===== src/rtl/rr_mux_nbit.sv =====
// CH-channel, N-bit registered multiplexer with fixed-select or round-robin grant.
// Optional RR_MUX_BEAT_CNT_EN adds a 16-bit output-handshake counter (beat_cnt).
module rr_mux_nbit #(
    parameter int N  = 4,
    parameter int CH = 4,
    localparam int SW = $clog2(CH)
) (
    input  logic            clk,
    input  logic            rst,
    input  logic [CH*N-1:0] in_data,
    input  logic [CH-1:0]   in_valid,
    output logic [CH-1:0]   in_ready,
    input  logic            mode,
    input  logic [SW-1:0]   s,
    output logic [N-1:0]    out_data,
    output logic [SW-1:0]   out_ch,
    output logic            out_valid,
    input  logic            out_ready
`ifdef RR_MUX_BEAT_CNT_EN
    ,
    output logic [15:0]     beat_cnt
`endif
);

    logic            load;
    logic            gnt_vld;
    logic [SW-1:0]   gnt_idx;
    logic [CH-1:0]   grant;
    logic [SW:0]     rr_sum;
    logic [N-1:0]    sel_data;

    logic [N-1:0]    out_data_q, out_data_d;
    logic [SW-1:0]   out_ch_q, out_ch_d;
    logic            out_valid_q, out_valid_d;
    logic [SW-1:0]   last_q, last_d;

    assign load = ~out_valid_q | out_ready;

    // Round-robin scans in descending order so the last hit is the first channel after last_q.
    always_comb begin
        gnt_vld = 1'b0;
        gnt_idx = '0;
        rr_sum  = '0;
        if (!mode) begin
            for (int i = 0; i < CH; i++) begin
                if (s == SW'(i) && in_valid[i]) begin
                    gnt_vld = 1'b1;
                    gnt_idx = SW'(i);
                end
            end
        end else begin
            for (int k = CH; k >= 1; k--) begin
                rr_sum = {1'b0, last_q} + (SW+1)'(k);
                if (rr_sum >= (SW+1)'(CH)) begin
                    rr_sum = rr_sum - (SW+1)'(CH);
                end
                if (in_valid[rr_sum[SW-1:0]]) begin
                    gnt_vld = 1'b1;
                    gnt_idx = rr_sum[SW-1:0];
                end
            end
        end
    end

    always_comb begin
        grant    = '0;
        sel_data = '0;
        for (int i = 0; i < CH; i++) begin
            if (gnt_vld && gnt_idx == SW'(i)) begin
                grant[i] = 1'b1;
                sel_data = in_data[i*N +: N];
            end
        end
    end

    assign in_ready = rst ? '0 : (grant & {CH{load}});

    always_comb begin
        out_data_d  = out_data_q;
        out_ch_d    = out_ch_q;
        out_valid_d = out_valid_q;
        last_d      = last_q;
        if (gnt_vld && load) begin
            out_data_d  = sel_data;
            out_ch_d    = gnt_idx;
            out_valid_d = 1'b1;
            last_d      = gnt_idx;
        end else if (out_ready) begin
            out_valid_d = 1'b0;
        end
    end

    always_ff @(posedge clk) begin
        if (rst) begin
            out_data_q  <= '0;
            out_ch_q    <= '0;
            out_valid_q <= 1'b0;
            last_q      <= SW'(CH-1);
        end else begin
            out_data_q  <= out_data_d;
            out_ch_q    <= out_ch_d;
            out_valid_q <= out_valid_d;
            last_q      <= last_d;
        end
    end

    assign out_data  = out_data_q;
    assign out_ch    = out_ch_q;
    assign out_valid = out_valid_q;

`ifdef RR_MUX_BEAT_CNT_EN
    logic [15:0] beat_q;

    always_ff @(posedge clk) begin
        if (rst) begin
            beat_q <= '0;
        end else if (out_valid_q && out_ready) begin
            beat_q <= beat_q + 16'd1;
        end
    end

    assign beat_cnt = beat_q;
`endif

endmodule


===== config.mk =====
export PLATFORM = sky130hd
export DESIGN_NAME = rr_mux_nbit
export DESIGN_NICKNAME = d
export VERILOG_FILES = /design/src/rtl/rr_mux_nbit.sv
export SDC_FILE = /design/constraint.sdc
export NUM_CORES = 1
export LEC_CHECK = 0
export ABC_CLOCK_PERIOD_IN_PS = 1800
export BUFFER_PORTS_ARGS = -buffer_cell sky130_fd_sc_hd__buf_2
export CORE_MARGIN = 10
export CORE_UTILIZATION = 39
export CTS_CLUSTER_DIAMETER = 30
export DETAILED_ROUTE_END_ITERATION = 6
export PLACE_DENSITY_LB_ADDON = 0.08
export SKIP_CTS_REPAIR_TIMING = 1
export SLEW_MARGIN = 20
export SYNTH_ARGS = -nofsm -noshare
export SYNTH_HDL_FRONTEND = slang
export SYNTH_SLANG_ARGS = --single-unit

===== constraint.sdc =====
create_clock -name clk -period 1.8 [get_ports clk]
set_input_delay 0.18 -clock clk [delete_from_list [all_inputs] [get_ports clk]]
set_output_delay 0.18 -clock clk [all_outputs]
set_load 0.05 [all_outputs]

Word-level counts from Yosys, hierarchy flattened

Index checks and enable logic that the tools add are counted.
Widths: inputs -> output; s select.

Divide/modulo/power cells: 0
Eq/ne operators: 6
Bitwise gates (word level): 3
Reductions and logical operators: 12
$add $sub $neg: 8
Magnitude comparators: 8
Mux-type cells: 44
Multiply operators: 0
Shift-type cells: 0

Operators by type and width:

| operator            | count |
|---|---|
| $mux 2              | 15 |
| $mux 1              | 20 |
| $mux 4              | 5 |
| $ge 3x3->1 const B  | 4 |
| $lt 2x3->1 const B  | 4 |
| $logic_and 1x1->1   | 9 |
| $bmux 1 s2          | 4 |
| $eq 2x2->1 const B  | 4 |
| $sub 2x1->2 const B | 4 |
| $add 2x2->3 const B | 2 |
| $and 4x4->4         | 1 |
| $eq 2x1->1 const B  | 2 |
| $logic_not 2->1     | 2 |
| $add 2x1->3 const B | 1 |
| $add 2x3->3 const B | 1 |
| $reduce_bool 2->1   | 1 |
| $not 1->1           | 1 |
| $or 1x1->1          | 1 |

Bits in writable memories: 0
Flip-flop bits (word level): 9
Latch bits: 0
Bits in read-only memories: 0
Memories: 0
Output and inout port bits: 11

Longest topological paths before layout

Gate-level depths: netlist of the first run.

Depth in word-level cells: 17
Depth in mapped cells: 7
Gate-level depth less buffers: 6

Worst setup path after synthesis of the first run

Ideal clock, no wire load.

Path kind: register -> output
Start point: register last_q[1]
End point: output port in_ready[0]
Stages on the path, launching flop included: 6
Slack: -0.501 ns
Data arrival time: 2.121 ns
Data required time: 1.620 ns
Buffers on the path: 1
Cell sequence: dfxtp_1 -> buf_6 -> mux2i_1 -> o32ai_2 -> o31a_1 -> nor3_1

Word-level cells in the longest chain between the ends: 16
Elaborated cells on any way between the ends: 43
Those cells by class: 8 x add/sub; 4 x order compare; 28 x mux; 1 x bitwise; 2 x reduce/logical

RTL lines:

| element                                   | line   | text |
|---|---|---|
| start: declaration                        | 35     | `logic [SW-1:0] last_q, last_d;` |
| start signal: assignment                  | 98     | `last_q <= SW'(CH-1);` |
| start signal: assignment                  | 103    | `last_q <= last_d;` |
| $add 2x3->3                               | 53     | `rr_sum = {1'b0, last_q} + (SW+1)'(k);` |
| $ge 3x3->1 or $sub 2x1->2 (tied branches) | 54, 55 |  |
| $mux 2                                    | 54     | `if (rr_sum >= (SW+1)'(CH)) begin` |
| $mux 2                                    | 44     | `if (!mode) begin` |
| $bmux 1 s2                                | 57     | `if (in_valid[rr_sum[SW-1:0]]) begin` |
| $mux 1 (not written as such)              | 57     |  |
| $mux 2 (4 in a row)                       | 57     |  |
| $mux 2                                    | 44     |  |
| $logic_not 2->1                           | 69     | `if (gnt_vld && gnt_idx == SW'(i)) begin` |
| $logic_and 1x1->1 *                       | 69     |  |
| $mux 1 *                                  | 69     |  |
| $and 4x4->4 *                             | 76     | `assign in_ready = rst ? '0 : (grant & {CH{load}});` |
| $mux 4 *                                  | 76     |  |
| end: declaration                          | 12     | `output logic [CH-1:0] in_ready,` |

Every way passes the cells marked *; elsewhere a longest branch is shown, timed or not. The select of a mux whose other input is x is not followed.

Final worst setup path of the first run

Start point: register last_q[1]
End point: output port in_ready[2]

Word-level cells in the longest chain between the ends: 16
Elaborated cells on any way between the ends: 43
Those cells by class: 8 x add/sub; 4 x order compare; 1 x eq/ne; 28 x mux; 1 x bitwise; 1 x reduce/logical

RTL lines:

| element                                   | line |
|---|---|
| $add 2x3->3                               | 53 |
| $ge 3x3->1 or $sub 2x1->2 (tied branches) | 54, 55 |
| $mux 2                                    | 54 |
| $mux 2                                    | 44 |
| $bmux 1 s2                                | 57 |
| $mux 1 (not written as such)              | 57 |
| $mux 2 (4 in a row)                       | 57 |
| $mux 2                                    | 44 |
| $eq 2x2->1                                | 69 |
| $logic_and 1x1->1 *                       | 69 |
| $mux 1 *                                  | 69 |
| $and 4x4->4 *                             | 76 |
| $mux 4 *                                  | 76 |

Marked as above.

==> impl_metrics.ini, run 1 <==
[setup_path]
cp-start-kind = flop
critPathRequiredTime_ns = 1.62
crit_type = flop to output port
endpoint_kind = output port
slowest_stage = dfxtp_2
crit_path_max_fanout = 3
arrival_ns = 1.75
crit_path_max_incr_delay_ns = 0.35
crit_chain = mux2i_2, o32ai_4, o31a_1, nor3_2, buf_6

[sta]
clock_skew_ns = 0.01125
setup_viol = 8
tightest_slew_ns = 0.4287
slew_violations = 0
period_share = 1.075
relSlewSlack = 0.7104
hold_slack_ns = 0.1738
rsz0062_at_grt = yes
layout_min_cycle_time_ns = 1.935
hold_violations = 0
fin_ws_ns = -0.1348
fmax_ghz = 0.5168

[clock_tree]
cts_tree = yes
cts_inserted_buffers = 3
cts.clk_slew.worst_paths_ns = 0.07
clock_path_buffers = 2
clk_latency_ns = 0.26
cts_sinks = 9
cts.htree.levels = 1
root_buffer = clkbuf_4

[yosys]
ys_seq_elements = 9
synth_cell_type_count = 36
async_flop_share = 0
avgSynthCellArea_um2 = 8.568
ys.flop_type = dfxtp_1
synth_edf_count = 0
syn_area_um2 = 676.9
syn_inst = 79
ys_seq_area_frac = 0.2662
yosys_warnings = 0
syn-num-nets = 105

[floorplanning]
dieArea_mm2 = 0.003802
std_cell_rows = 14
core_mm2 = 0.001577
io_pins = 37
die_w_um = 61.66
start_util = 0.4294
die_h_um = 61.66

[drt]
drc = 0
vias = 782
ant_nets = 0
totalWireLength_um = 2144
dr.first_iter.drc_count = 16
firstDrtPassIters = 4
routed_via_density = 5.626
routedWlPerCell_um = 15.42

[global_route]
grt_pass1_wl_um = 3463
grt_max_degree = 11
antenna_found_initial = 0
grt-ovfl-total = 0
track_usage = 0.1175
grt_pass1_vias = 815

[final_layout]
final_util = 0.6627
n_antenna_cell = 0
drive_gt1_frac = 0.5691
nNetsFinal = 150
syn2layout_area_growth_pct = 54.34
final_area_mm2 = 0.001045
fillers = 140

[power_and_ir_drop]
vdd_drop_max_v = 0.0006338
power_density_mw_per_mm2 = 739.0
power_uw = 772.1
total_leakage_power_nw = 0.4690

[outcome]
outcome = finished with violations
violations = negative setup slack

[placed_design]
place_area_um2 = 914.6
gp_congestion = 0.8584
pre_cts_ws_ns = -0.05075
port-buffer-count = 36
hpwl_um = 1752

[hold_path]
hold_path_class = primary input to flop

[job]
cap_violations = 0
==> power by group <==
| part | internal (mW) | switching, mW | total (mW) |
|---|---|---|---|
| clock network | 0.0819 | 0.0735 | 0.155 |
| logic | 0.145 | 0.230 | 0.376 |
| registers | 0.224 | 0.0171 | 0.241 |
==> cell type report <==
class	count	area, um^2	share of cell area
inverters	1	3.754	0.003593
repair buffers	42	257.7	0.2467
clock buffers	3	22.52	0.02156
multi-input cells	67	553.0	0.5293
flip-flops and latches	9	182.7	0.1749
clock inverters	1	5.005	0.004790
well taps	16	20.02	0.01916
==> cells by family after synthesis <==
family,count (synthesis),share of synthesized area
buffers and inverters,3,0.03327
and+or+nand+nor,37,0.2921
muxes,4,0.06100
DFF,9,0.2662
AOI/OAI and AO/OA,26,0.3475
==> layout by cell type, fill, tap and decap left out, types with 3 or more instances in the layout <==
cell / n
a21oi_1: 3
a221oi_2: 3
a311oi_1: 4
and3_1: 4
buf_2: 32
buf_4: 4
buf_6: 6
clkbuf_4: 3
dfxtp_1: 7
nand2_1: 5
nor2_1: 11
nor2_2: 3
nor3_4: 3
==> flip-flops by register name, summed over array words and instances, names as in the netlist <==
| name | cells |
|---|---|
| out_valid | 1 |
| out_ch | 2 |
| last_q | 2 |
| out_data | 4 |
==> per-layer routing <==
metal,wire [um],vias up,global-route usage
li1,-,394,-
met1,967,358,0.1424
met2,1025,30,0.1845
met3,151,0,0.06584
met4,0,0,0.009554
met5,0,-,0
==> cells in the mapped netlist (2+ instances only) <==
library cell,number,area share
a221oi_1,4,0.052
nand2_1,5,0.028
dfxtp_1,9,0.27
nor2_1,11,0.061
nor2_2,3,0.028
nor3_1,5,0.037
a21oi_1,3,0.022
o21bai_1,2,0.022
nand2b_1,2,0.018
a311oi_1,4,0.052
mux2i_1,3,0.044
and3_1,4,0.037
==> critical path, delay by kind of cell (launching register included) <==
family | cells | cell delay (ns)
simple gates | 1 | 0.22
flops | 1 | 0.35
mux | 1 | 0.26
buf+inv | 1 | 0.18
compound gates | 2 | 0.47
==> metrics by stage <==
step | std cells | TNS [ns]
floorplan | 79 | -0.2031
detailed placement | 133 | -0.1161
global route | 139 | -1.347
global placement | 133 | -0.006507
finish | 139 | -0.5896
CTS | 137 | -1.155
==> final timing paths <==
check	startpoint	end	slack (ns)	cells past startpoint
worst min-delay path	in_data[3]	out_data[3]$_SDFFE_PP0P_	0.17	3
worst max register to register	last_q[1]$_SDFFE_PP1P_	out_data[0]$_SDFFE_PP0P_	-0.05	8
worst max-delay path	last_q[1]$_SDFFE_PP1P_	in_ready[2]	-0.13	5
worst min register to register	out_ch[0]$_SDFFE_PP0P_	out_ch[0]$_SDFFE_PP0P_	0.49	2
(Power assumes the default switching activity.)
==> run 2, diff against run 1 <==
ABC_AREA = 1   (was unset)
CORE_UTILIZATION = 42   (was 39)
SKIP_CTS_REPAIR_TIMING = unset   (was 1)
==> run 2 against run 1 <==
The flow still finishes with violations (negative setup slack). Synthesized area is 31% higher. Design area is 25% higher. Highest routed layer unchanged. Final cell count is 55% higher. Clock skew is 0.011 ns lower. Largest power group unchanged. Maximum frequency is 4.0% lower. Critical path type unchanged.
==> impl_metrics.ini, run 2 <==
[placed_design]
port-buffer-count = 36
place_area_mm2 = 0.001206
gp_congestion = 0.8085
hpwl_um = 2115

[power_and_ir_drop]
power_mw = 1.093
vdd_drop_max_v = 0.0006751
power_density_mw_per_mm2 = 835.6
total_leakage_power_nw = 0.7256

[yosys]
synth_area_leaders = dfxtp_1 (20%), nand2_1 (17%), inv_1 (9.7%)
syn-num-nets = 168
yosysTopAreaCell = dfxtp_1
ys.flop_type = dfxtp_1
yosysTopAreaCellShare = 0.2034
ys_top_cells_by_count = nand2_1 (39), inv_1 (23), a21oi_1 (10), nand3_1 (10), dfxtp_1 (9)
synth_cell_type_count = 25
ys_seq_elements = 9
avgSynthCellArea_um2 = 6.238
yosys_warnings = 0
synth_most_common_cell = nand2_1
ys_seq_area_frac = 0.2034
synth_edf_count = 0
syn_area_um2 = 885.9
async_flop_share = 0
syn_inst = 142

[global_route]
grt_max_degree = 11
track_usage = 0.1156
grt_pass1_wl_um = 4146
grt-ovfl-total = 0
antenna_found_initial = 0
grt_pass1_vias = 964

[drt]
vias = 1026
dr.first_iter.drc_count = 53
firstDrtPassIters = 4
ant_nets = 0
totalWireLength_um = 2495
drc = 0
routed_via_density = 4.750
routedWlPerCell_um = 11.55

[setup_path]
crit_type = flop to output port
arrival_ns = 1.84
crit_path_max_fanout = 8
endpoint_kind = output port
critPathRequiredTime_ns = 1.62
cp-start-kind = flop

[outcome]
outcome = finished with violations
violations = negative setup slack

[floorplanning]
core_mm2 = 0.001982
io_pins = 37
die_w_um = 65.93
std_cell_rows = 16
start_util = 0.4470
dieArea_mm2 = 0.004346
die_h_um = 65.93

[sta]
clock_skew_ns = 0.0002803
rsz0062_at_grt = yes
period_share = 1.120
slew_violations = 0
hold_slack_ns = 0.1923
setup_viol = 4
fin_ws_ns = -0.2162
setup_tns_ns = -0.7495
fmax_ghz = 0.4960
hold_violations = 0
relSlewSlack = 0.7770
layout_min_cycle_time_ns = 2.016
tightest_slew_ns = 0.3336

[final_layout]
largest_reg_flops = 4
nNetsFinal = 216
n_antenna_cell = 0
final_common_cell = nand2_1
drive_gt1_frac = 0.4815
final_area_mm2 = 0.001308
syn2layout_area_growth_pct = 47.60
layout_common_cells = nand2_1 (33), buf_2 (32), inv_1 (23)

[job]
cap_violations = 0

[clock_tree]
clock_path_buffers = 2
cts.clk_slew.worst_paths_ns = 0.06
cts_sinks = 9
root_buffer = clkbuf_4
cts_inserted_buffers = 3
cts_hold_buf = 0
cts_tree = yes
clk_latency_ns = 0.26
cts.htree.levels = 1

[hold_path]
hold_path_class = primary input to flop
run 2: changes by cell type after synthesis, sizes merged, moves of 3 or more:
cell	previous run	this run
and3	4	0
a311oi	4	0
nor2	14	6
nand3	0	11
nand4	0	4
mux2i	3	0
nand2	5	51
a221oi	4	0
o21ai	4	1
a21o	0	4
a21oi	4	14
inv	1	27
run 2: final cells by class:
| type | count | area (um^2) |
|---|---|---|
| Inverter | 27 | 113.9 |
| Timing Repair Buffer | 47 | 307.8 |
| Clock buffer | 4 | 26.28 |
| Tap cell | 27 | 33.78 |
| Multi-Input combinational cell | 102 | 640.6 |
| Sequential cell | 9 | 185.2 |
| Fill cell | 183 | 674.4 |
run 2: what timing repair did:
action | CTS | global route
buffers inserted | 1 | 0
pin swaps | 2 | 0
resized for setup | 20 | 6
setup endpoints to repair | 8 | 10
run 2: worst max-delay path, cell delays in order, from the launching register on:
cell and delay, ns:
dfxtp_4 0.40, inv_12 0.09, nand2_2 0.05, nand2_2 0.09, nand2_2 0.06, nand2_1 0.06
nand2_1 0.05, nand2_1 0.07, nand2_2 0.06, a21oi_4 0.14, inv_2 0.09, nor4_4 0.22
buf_6 0.19
run 2: path summary, 6_finish.rpt:
check        slack, ns                   start                       end  depth (start not counted)
min               0.19                     rst  out_data[1]$_SDFFE_PP0P_                          2
max reg2reg          0  last_q[0]$_SDFFE_PP1P_  out_data[3]$_SDFFE_PP0P_                         16
max              -0.22  last_q[0]$_SDFFE_PP1P_               in_ready[0]                         12
min reg2reg       0.46  out_ch[0]$_SDFFE_PP0P_    out_ch[0]$_SDFFE_PP0P_                          2
run 2: cells by family after synthesis:
family	synth area share
DFF	0.2034
buffers and inverters	0.1652
and+or+nand+nor	0.4661
AOI/OAI and AO/OA	0.1653
run 2: metrics by stage:
stage	instances	util	worst slack, ns
after floorplan	142	-	-0.1981
after global placement	212	0.6086	-0.03765
after detailed placement	212	0.6086	-0.07489
after CTS	216	0.6477	-0.2259
after global routing	216	0.6597	-0.3384
final	216	0.6597	-0.2162
run 2: power by group:
group,switching [mW],internal [mW]
sequential,0.0282,0.230
combinational,0.419,0.263
clock,0.0676,0.0852
total,0.514,0.578
run 2: layer usage:
metal / vias to the layer above / GRT usage / share of wire
li1: 547 / - / -
met3: 0 / 0.05085 / 0.072
met5: - / 0 / 0
met2: 29 / 0.1993 / 0.51
met1: 450 / 0.1265 / 0.42
met4: 0 / 0.02674 / 0
==> run 3, diff against run 2 <==
TNS_END_PERCENT = 20   (was unset)
==> run 3 against run 2 <==
The flow still finishes with violations (negative setup slack). Clock power is 7% higher. Final cell count grew 0.93%. Setup slack lost 0.050 ns. Hold slack got worse by 0.013 ns. Critical path depth up 1. Sequential power shrank 4%. Register-to-register slack worse by 0.06 ns. Highest routed layer is now met4.
==> impl_metrics.ini, run 3 (synthesis results as in run 2) <==
[outcome]
outcome = finished with violations
violations = negative setup slack

[final_layout]
final_util = 0.6654
nNetsFinal = 218
final_common_cell = nand2_1
drive_gt1_frac = 0.4921
largest_reg_flops = 4
layout_common_cells = nand2_1 (34), buf_2 (32), inv_1 (22)
n_antenna_cell = 0
syn2layout_area_growth_pct = 48.87

[floorplanning]
core_mm2 = 0.001982
die_h_um = 65.93
io_pins = 37
start_util = 0.4470
std_cell_rows = 16
die_w_um = 65.93
dieArea_mm2 = 0.004346

[global_route]
grt_pass1_vias = 962
grt-ovfl-total = 0
grt_max_degree = 11
met1_usage = 0.1157
top_usage_layer = met2
grtUsageMet3 = 0.04915
grt_util_met2 = 0.2005
antenna_found_initial = 0
grt_pass1_wl_um = 4043
track_usage = 0.1124

[power_and_ir_drop]
power_density_mw_per_mm2 = 843.6
total_leakage_power_nw = 0.7309
vdd_drop_max_v = 0.0006125
power_mw = 1.113

[setup_path]
critPathRequiredTime_ns = 1.62
crit_path_max_fanout = 8
slowest_stage = dfxtp_2
crit_path_max_incr_delay_ns = 0.33
cp-start-kind = flop
endpoint_kind = output port
crit_type = flop to output port
arrival_ns = 1.89
crit_chain = buf_12, inv_8, nand2_2, nand2_4, nand2_2, nand2_1, nand2_1, nand2_2, nand2_2, a21oi_4, inv_2, nor4_4, buf_6
path_common_cell = nand2_2

[sta]
clock_skew_ns = 0.002647
setup_tns_ns = -1.123
slew_violations = 0
fin_ws_ns = -0.2666
rsz0062_at_grt = yes
relSlewSlack = 0.7799
fmax_ghz = 0.4839
setup_viol = 8
layout_min_cycle_time_ns = 2.067
tightest_slew_ns = 0.3293
hold_violations = 0
period_share = 1.148

[drt]
routedWlPerCell_um = 11.83
dr.first_iter.drc_count = 66
routed_via_density = 4.683
ant_nets = 0
firstDrtPassIters = 4
totalWireLength_um = 2578
vias = 1021
drc = 0

[clock_tree]
cts.htree.levels = 1
cts_tree = yes
clk_latency_ns = 0.27
cts_sinks = 9
clock_path_buffers = 2
cts_inserted_buffers = 3
cts_hold_buf = 0
cts.clk_slew.worst_paths_ns = 0.06
root_buffer = clkbuf_4

[job]
cap_violations = 0

[placed_design]
gp_congestion = 0.8319
hpwl_um = 2132
port-buffer-count = 36
pre_cts_ws_ns = -0.06004

[hold_path]
hold_path_class = primary input to flop
-- run 3: final timing paths --
path	start	endpoint	slack, ns	cells after the start
worst max-delay path	last_q[0]$_SDFFE_PP1P_	in_ready[0]	-0.27	13
worst min-delay path	rst	out_data[3]$_SDFFE_PP0P_	0.18	2
worst max register to register	last_q[0]$_SDFFE_PP1P_	out_data[2]$_SDFFE_PP0P_	-0.06	17
worst min register to register	out_data[0]$_SDFFE_PP0P_	out_data[0]$_SDFFE_PP0P_	0.46	2
-- run 3: report_power, final --
group / switching (mW) / leakage, nW / internal, mW
Clock: 0.0768 / 0.0150 / 0.0858
Sequential: 0.0177 / 0.0740 / 0.230
Combinational: 0.429 / 0.642 / 0.273
Total: 0.524 / 0.731 / 0.589
-- run 3: through the flow --
stage | area, um^2 | instances | hold WS, ns
floorplan | 922.1 | 142 | 0.4056
global placement | 1206 | 212 | 0.4503
detailed placement | 1206 | 212 | 0.4547
CTS | 1292 | 218 | 0.1726
global route | 1319 | 218 | 0.1804
finish | 1319 | 218 | 0.1790
-- run 3: critical path: cells and delay by family (launching register included) --
family                 cells  cell delay [ns]
buffers and inverters      4             0.49
AO/OA/AOI/OAI              1             0.13
AND/OR/NAND/NOR            8             0.66
flip-flops                 1             0.33
-- run 3: layout make-up --
| cell class | instances | area [um^2] |
|---|---|---|
| fillers | 188 | 663.1 |
| clock buffers | 4 | 26.28 |
| flip-flops and latches | 9 | 182.7 |
| well taps | 27 | 33.78 |
| multi-input cells | 102 | 639.4 |
| inverters | 27 | 108.9 |
| repair buffers | 49 | 327.8 |
-- run 3: metal layers --
metal / share of wire / wire [um] / vias up
li1: - / - / 550
met1: 0.40 / 1022 / 440
met2: 0.51 / 1321 / 29
met3: 0.087 / 224 / 2
met4: 0.0039 / 10 / 0
met5: 0 / 0 / -
-- run 3: what timing repair did --
action	in CTS	in global routing
gates resized for setup	15	7
pin swaps	3	3
endpoints found under the setup margin	8	9
setup buffers	2	0
